==> config.mk <==
export PLATFORM = sky130hd
export DESIGN_NAME = cacheline_adaptor
export DESIGN_NICKNAME = d
export VERILOG_FILES = /design/src/rtl/cacheline_adaptor.sv
export SDC_FILE = /design/constraint.sdc
export NUM_CORES = 1
export LEC_CHECK = 0
export CAP_MARGIN = 0
export CORE_AREA = 2 2 274 276
export DETAILED_ROUTE_END_ITERATION = 7
export DIE_AREA = 0 0 276 278
export SLEW_MARGIN = 30
export SYNTH_ARGS = -nofsm -noshare
export SYNTH_HDL_FRONTEND = slang
export SYNTH_SLANG_ARGS = --single-unit
==> constraint.sdc <==
create_clock -name clk -period 33.7 [get_ports clk]
set_input_delay 3.37 -clock clk [delete_from_list [all_inputs] [get_ports clk]]
set_output_delay 3.37 -clock clk [all_outputs]
set_load 0.005 [all_outputs]
==> src/rtl/cacheline_adaptor.sv <==
// cacheline_adaptor
// Bridges a 256-bit cache line port to a 64-bit burst memory port.
// A fill gathers BEATS memory beats into line_o. A writeback serialises
// line_i onto burst_o. Each completed line produces one resp_o pulse.
//
// Ports
//   clk, rst          : clock, asynchronous active-high reset
//   line_i / line_o   : cache-side writeback line / assembled fill line
//   address_i         : cache-side line address
//   read_i / write_i  : cache fill / writeback requests (write wins)
//   resp_o            : one-cycle line-complete pulse to the cache
//   burst_i / burst_o : memory read beat / memory write beat
//   address_o         : memory burst address
//   read_o / write_o  : memory burst read / write requests
//   resp_i            : memory beat valid / accepted strobe
//
// Build option
//   ADAPTOR_ALIGN_EN  : when defined, address_o[4:0] is forced to zero
//                       (32-byte line alignment)
//
// state    | meaning
// IDLE     | waiting for read_i / write_i
// RD_BURST | collecting memory beats into line_o
// WR_BURST | presenting latched line beats on burst_o
// DONE     | resp_o pulse, back to IDLE next cycle

module cacheline_adaptor #(
    parameter int BEATS = 4
) (
    input  logic                  clk,
    input  logic                  rst,
    input  logic [64*BEATS-1:0]   line_i,
    output logic [64*BEATS-1:0]   line_o,
    input  logic [31:0]           address_i,
    input  logic                  read_i,
    input  logic                  write_i,
    output logic                  resp_o,
    input  logic [63:0]           burst_i,
    output logic [63:0]           burst_o,
    output logic [31:0]           address_o,
    output logic                  read_o,
    output logic                  write_o,
    input  logic                  resp_i
);

    localparam int CW = (BEATS > 1) ? $clog2(BEATS) : 1;
    localparam logic [CW-1:0] LAST = CW'(BEATS - 1);

    typedef enum logic [1:0] {
        IDLE,
        RD_BURST,
        WR_BURST,
        DONE
    } state_t;

    state_t                state;
    logic [CW-1:0]         cnt;
    logic [64*BEATS-1:0]   wline;
    logic [31:0]           addr_next;

`ifdef ADAPTOR_ALIGN_EN
    assign addr_next = {address_i[31:5], 5'b0};
`else
    assign addr_next = address_i;
`endif

    always_ff @(posedge clk or posedge rst) begin
        if (rst) begin
            state     <= IDLE;
            cnt       <= '0;
            wline     <= '0;
            line_o    <= '0;
            burst_o   <= '0;
            address_o <= '0;
            read_o    <= 1'b0;
            write_o   <= 1'b0;
            resp_o    <= 1'b0;
        end else begin
            case (state)
                IDLE: begin
                    if (write_i) begin
                        state     <= WR_BURST;
                        address_o <= addr_next;
                        wline     <= line_i;
                        cnt       <= '0;
                        write_o   <= 1'b1;
                        // first beat is ready as soon as the burst starts
                        burst_o   <= line_i[63:0];
                    end else if (read_i) begin
                        state     <= RD_BURST;
                        address_o <= addr_next;
                        cnt       <= '0;
                        read_o    <= 1'b1;
                    end
                end
                RD_BURST: begin
                    if (resp_i) begin
                        line_o[64*int'(cnt) +: 64] <= burst_i;
                        if (cnt == LAST) begin
                            cnt    <= '0;
                            state  <= DONE;
                            read_o <= 1'b0;
                            resp_o <= 1'b1;
                        end else begin
                            cnt <= cnt + 1'b1;
                        end
                    end
                end
                WR_BURST: begin
                    if (resp_i) begin
                        if (cnt == LAST) begin
                            cnt     <= '0;
                            state   <= DONE;
                            write_o <= 1'b0;
                            resp_o  <= 1'b1;
                        end else begin
                            cnt     <= cnt + 1'b1;
                            // preload the beat for the next count value
                            burst_o <= wline[64*(int'(cnt) + 1) +: 64];
                        end
                    end
                end
                DONE: begin
                    resp_o <= 1'b0;
                    state  <= IDLE;
                end
                default: begin
                    state <= IDLE;
                end
            endcase
        end
    end

endmodule

==> reports/qor.csv, run 1 <==
stage,metric,value,unit
global_route,grt_max_degree,123,
routing,routed_wl,78500,µm
routing,drtAntennaViolNets,0,
pwr,power_density,79.6,nW/µm²
status,violations,design-rule violations,
synth,synth.avg_cell_area,13.5,µm²
die,start_util,31.0,%
routing,vias,17000,
sta,fin_crit,6.02,ns
pwr,swShare,31.7,%
run,max-cap-violations,0,
sta,slew_headroom,30.6,%
sta,fin_worst_skew,0.0189,ns
pwr,switchingPower,0.000829,W
routing,drtIter0Drc,1017,
sta,period_share,17.8,%
pwr,peakVddDrop,52.6,µV
critical_path,required,34.37,ns
final_layout,layout-drive-gt1-share,20.8,%
clock_tree,htree_levels,2,
sta,fmax,0.166,GHz
final_layout,mostFrequentLayoutCell,clkdlybuf4s50_1,
critical_path,crit_path_end_kind,asynchronous set/reset pin,
pwr,p_seq_share,38.6,%
sta,fin_setup_tns,0,ns
critical_path,crit_type,input pin to asynchronous set/reset pin,
global_route,grt_pass1_wl,118000,µm
synth,synth-seq-cells,551,
critical_path,r2r_slack,30.33,ns
final_layout,layout_common_cells,"clkdlybuf4s50_1 (711), dfrtp_1 (549), a22o_1 (259)",
global_route,grt_overflow_total,0,
clock_tree,cts_resized,0,
clock_tree,clk_latency,0.61,ns
critical_path,critPathMaxFanout,122,
pwr,intPower,0.00179,W
sta,tightest_slew,1.04,ns
clock_tree,cts.sinks,551,
final_layout,design_area,32900,µm²
die,die_w,276,µm
place,dp_cells,3255,
worst_hold_path,hp-class,flip-flop to flip-flop,
sta,slew_violations,0,
synth,syn_area,22900,µm²
die,ios,712,
clock_tree,cts_hold_buf,0,
die,num_rows,100,
final_layout,stdcell_count,3360,
die,core_area,73800,µm²
sta,setup_viol,0,
clock_tree,root_buffer,clkbuf_16,
clock_tree,cts.clk_slew.worst_paths,0.06,ns
routing,drc,50,
critical_path,worstSetupStartpoint,rst,
global_route,antenna_found_initial,16,
routing,vias_per_cell,5.07,
clock_tree,cts_buffers,60,
global_route,grt_pass1_vias,17800,
place,place_area,31000,µm²
sta,fin_hold_ws,0.501,ns
pwr,p_leak,14.2,nW
synth,seq_area_frac_synth,60.3,%
worst_hold_path,worstHoldStart,line_o[45]$_DFFE_PP0P_,
die,fp.dieH,278,µm
final_layout,nets,2716,
routing,firstDrtPassIters,7,
clock_tree,cts_setup_buffers,0,
synth,ys_types,35,
global_route,grt_util_all_layers,20.0,%
status,run_status,finished with violations,
synth,synth_cells,1689,
sta,hold_viol,0,
critical_path,worstPathArrival,6.68,ns
routing,routedWlPerCell,23.4,µm
clock_tree,cts_tree,yes,
die,dieArea,76700,µm²
pwr,p_clk_share,24.6,%
place,port_buffers,711,
synth,yosysWarnings,0,
synth,synth_nets,2057,
clock_tree,cts.path.max_buffers,3,
sta,rsz0062_at_grt,no,
critical_path,start_kind,input pin,
final_layout,area_growth,43.9,%
critical_path,timing.rr.start,cnt[1]$_DFFE_PP0P_,
place,hpwl,55000,µm
pwr,pwr-share-comb,36.8,%
place,gp_congestion,0.865,
-- power groups by stage --
stage               Clock, W  Combinational [W]  Sequential (W)
finish              0.000645           0.000963         0.00101
global route        0.000690            0.00104         0.00104
CTS                 0.000663           0.000977         0.00101
detailed placement         0           0.000972         0.00102
global placement           0           0.000951         0.00101
floorplan                  0           0.000554        0.000992
-- worst paths after layout --
kind | depth (start not counted) | to
hold / removal | 1 | line_o[45]$_DFFE_PP0P_
hold reg to reg | 1 | line_o[45]$_DFFE_PP0P_
min in group asynchronous | 2 | address_o[4]$_DFFE_PP0P_
setup reg to reg | 6 | burst_o[44]$_DFFE_PP0P_
setup / recovery | 5 | wline[247]$_DFFE_PP0P_
max in group clk | 5 | line_o[225]$_DFFE_PP0P_
-- layout make-up --
type | instances | area (µm²)
fill | 6684 | 40900
sequential | 551 | 13800
multi-input combinational | 861 | 8040
timing repair buffer | 739 | 7400
clock buffer | 88 | 1830
tap | 969 | 1210
inverter | 135 | 514
clock inverter | 13 | 100
antenna | 4 | 10.0
-- synthesized netlist by cell type, drive strengths merged --
cell	number	share of area (%)
nor2b	2	0.055
nand2b	5	0.14
nor4	3	0.20
nor4b	1	0.066
o2bb2ai	1	0.038
o221a	64	3.2
nor2	2	0.033
clkbuf	68	1.1
o31ai	1	0.033
or2	64	1.8
o21ai	1	0.022
o22a	3	0.11
a22o	259	9.9
nand4	1	0.027
nand4bb	1	0.049
nand3	5	0.11
inv	135	2.2
o22ai	66	1.8
mux2i	65	2.8
nor3b	1	0.033
nand2	7	0.11
o211ai	64	2.1
a21boi	1	0.033
nor3	1	0.022
a31oi	1	0.027
dfrtp	551	60
ha	11	0.60
a21oi	5	0.11
mux2	226	11
buf	74	1.8
-- registers in the layout, summed over array words and instances (netlist names) --
name,cells
line_o,256
wline,192
burst_o,64
address_o,32
cnt,2
state,2
read_o,1
resp_o,1
write_o,1
-- worst max-delay path, cell delays in order --
cell             delay (ns)
clkdlybuf4s50_1        0.50
inv_8                  0.61
buf_4                  0.66
buf_4                  0.76
buf_6                  0.62
-- per-layer routing --
metal | wire length [µm] | global-route usage [%]
met3 | 7420 | 7.16
met1 | 30400 | 23.7
met5 | 104 | 0
met4 | 2040 | 5.98
met2 | 38600 | 34.0
-- per-stage QoR --
stage	worst slack (ns)	power (W)	utilization, %
floorplan	14.92	0.00155	-
global placement	26.60	0.00196	41.8
detailed placement	26.57	0.00199	41.9
CTS	27.23	0.00265	44.5
global route	27.15	0.00276	44.6
finish	27.68	0.00262	44.6
-- cell families (layout without fill, tap and decap cells) --
logic type | after synthesis | in the layout | share of synthesized area [%]
other | 0 | 4 | 0
buffers and inverters | 277 | 975 | 5.13
and+or+nand+nor | 93 | 93 | 2.60
muxes | 291 | 291 | 14.0
adders and majority gates | 11 | 11 | 0.602
DFF | 551 | 551 | 60.3
AOI/OAI and AO/OA | 466 | 466 | 17.4
No activity file was read; power rests on OpenSTA's default activity.
==> run 2, diff against run 1 <==
--- a/config.mk
+++ b/config.mk
@@ -6,9 +6,9 @@
 export NUM_CORES = 1
 export LEC_CHECK = 0
 export CAP_MARGIN = 0
-export CORE_AREA = 2 2 274 276
+export CORE_AREA = 2 2 275 277
 export DETAILED_ROUTE_END_ITERATION = 7
-export DIE_AREA = 0 0 276 278
+export DIE_AREA = 0 0 277 279
 export SLEW_MARGIN = 30
 export SYNTH_ARGS = -nofsm -noshare
 export SYNTH_HDL_FRONTEND = slang
==> constraint.sdc (replaced) <==
create_clock -name clk -period 6.1 [get_ports clk]
set_input_delay 0.61 -clock clk [delete_from_list [all_inputs] [get_ports clk]]
set_output_delay 0.61 -clock clk [all_outputs]
set_load 0.005 [all_outputs]
==> reports/qor.csv, run 2 (same netlist as run 1, synthesis figures left out) <==
stage,metric,value,unit
status,run_status,finished clean,
place,port_buffers,711,
clock_tree,cts_hold_buf,0,
global_route,antenna_found_initial,21,
die,core_area,74100,µm²
place,gp_congestion,0.840,
final_layout,largest_reg_flops,256,
clock_tree,cts_setup_buffers,0,
global_route,grt_pass1_vias,18200,
critical_path,worstPathArrival,3.85,ns
routing,routedWlPerCell,23.8,µm
die,fp.dieH,279,µm
pwr,peakVddDrop,438,µV
sta,hold_viol,0,
critical_path,start_kind,flip-flop,
die,die_w,277,µm
sta,fin_crit,3.40,ns
sta,tightest_slew,1.04,ns
sta,rsz0062_at_grt,no,
clock_tree,clk_latency,0.62,ns
final_layout,mostFrequentLayoutCell,clkdlybuf4s50_1,
clock_tree,cts_resized,0,
final_layout,reg_top3,"line_o x256, wline x192, burst_o x64",
clock_tree,htree_levels,2,
critical_path,crit_path_end_kind,flip-flop,
final_layout,nets,2719,
run,max-cap-violations,0,
clock_tree,root_buffer,clkbuf_16,
place,dp_slack,2.18,ns
sta,period_share,55.7,%
pwr,power_density,443,nW/µm²
clock_tree,cts_tree,yes,
worst_hold_path,hp-class,input pin to asynchronous set/reset pin,
die,num_rows,100,
global_route,grt_max_degree,130,
clock_tree,cts_buffers,61,
critical_path,timing.rr.start,cnt[0]$_DFFE_PP0P_,
clock_tree,cts.clk_slew.worst_paths,0.06,ns
global_route,grt_overflow_total,0,
routing,drtIter0Drc,1098,
sta,fin_worst_skew,0.0224,ns
routing,vias,17300,
clock_tree,cts.sinks,551,
global_route,grt_util_all_layers,20.2,%
sta,slew_violations,0,
sta,slew_headroom,30.6,%
global_route,grt_pass1_wl,120000,µm
die,ios,712,
critical_path,critPathMaxFanout,69,
place,hpwl,55400,µm
sta,setup_slack,2.70,ns
critical_path,reg2reg_depth,6,
critical_path,crit_type,flip-flop to flip-flop,
sta,fin_hold_ws,0.340,ns
final_layout,top_register,line_o,
routing,routed_wl,80200,µm
die,start_util,30.9,%
critical_path,r2r_slack,2.70,ns
final_layout,layout-drive-gt1-share,20.8,%
critical_path,r2r_end,burst_o[54]$_DFFE_PP0P_,
routing,drtAntennaViolNets,0,
final_layout,area_growth,44.7,%
critical_path,required,6.55,ns
routing,firstDrtPassIters,5,
routing,vias_per_cell,5.14,
clock_tree,cts.path.max_buffers,3,
final_layout,layout_common_cells,"clkdlybuf4s50_1 (711), dfrtp_1 (549), a22o_1 (259)",
die,dieArea,77300,µm²
sta,fmax,0.294,GHz
routing,drc,0,
sta,setup_viol,0,
pwr,p_leak,14.3,nW
run 2: cell count changes in the layout (fill, tap and decap cells not counted), sizes merged:
cell,change
buf,+2
bufinv,+3
clkbuf,+4
clkinv,-1
clkinvlp,+2
diode,+4
run 2: worst max path at each step:
stage	from	to	slack, ns	depth (start not counted)
after global routing	cnt[1]$_DFFE_PP0P_	line_o[52]$_DFFE_PP0P_	2.53	6
after global placement	resp_i	line_o[119]$_DFFE_PP0P_	2.31	5
after detailed placement	resp_i	line_o[118]$_DFFE_PP0P_	2.18	5
after floorplan	rst	address_o[0]$_DFFE_PP0P_	-2.01	1
final	cnt[0]$_DFFE_PP0P_	burst_o[54]$_DFFE_PP0P_	2.70	6
after CTS	cnt[1]$_DFFE_PP0P_	line_o[52]$_DFFE_PP0P_	2.66	6
run 2: layout make-up:
| cell class | count | area [µm²] |
|---|---|---|
| clock inverters | 17 | 208 |
| well taps | 969 | 1210 |
| fillers | 6696 | 41000 |
| repair buffers | 741 | 7460 |
| clock buffers | 92 | 1810 |
| inverters | 135 | 510 |
| flip-flops and latches | 551 | 13800 |
| diodes | 8 | 20.0 |
| multi-input cells | 861 | 8050 |
run 2: layer usage:
| metal | share of wire, % | up-vias | wire length, µm | track usage, % |
|---|---|---|---|---|
| li1 | - | 7568 | - | - |
| met1 | 39 | 8880 | 31100 | 24.0 |
| met2 | 49 | 711 | 39300 | 34.1 |
| met3 | 8.8 | 145 | 7050 | 6.70 |
| met4 | 3.2 | 26 | 2530 | 7.08 |
| met5 | 0.21 | - | 171 | 0 |
run 2: worst max-delay path: stages, from the launching register on:
cell	delay, ns
dfrtp_4	0.54
buf_4	0.37
ha_1	0.46
nand2b_1	0.24
a21boi_4	0.74
buf_4	0.59
o22ai_1	0.17
run 2: metrics by stage:
step                      power (W)   TNS, ns  cells  utilization (%)  area (µm²)
after detailed placement     0.0110         0   3254             41.8       31000
final                        0.0147         0   3374             44.6       33100
after floorplan             0.00854  -1106.32   1689                -       22900
after CTS                    0.0148         0   3363             44.5       33000
after global placement       0.0109         0   3251             41.7       30900
after global routing         0.0155         0   3370             44.6       33100
run 2: report_power, final:
group	leakage (nW)	switching (W)	total, W	internal, W
registers	7.03	0.000704	0.00559	0.00488
clock network	0.995	0.00151	0.00371	0.00221
logic	6.26	0.00244	0.00536	0.00292
total	14.3	0.00465	0.0147	0.0100
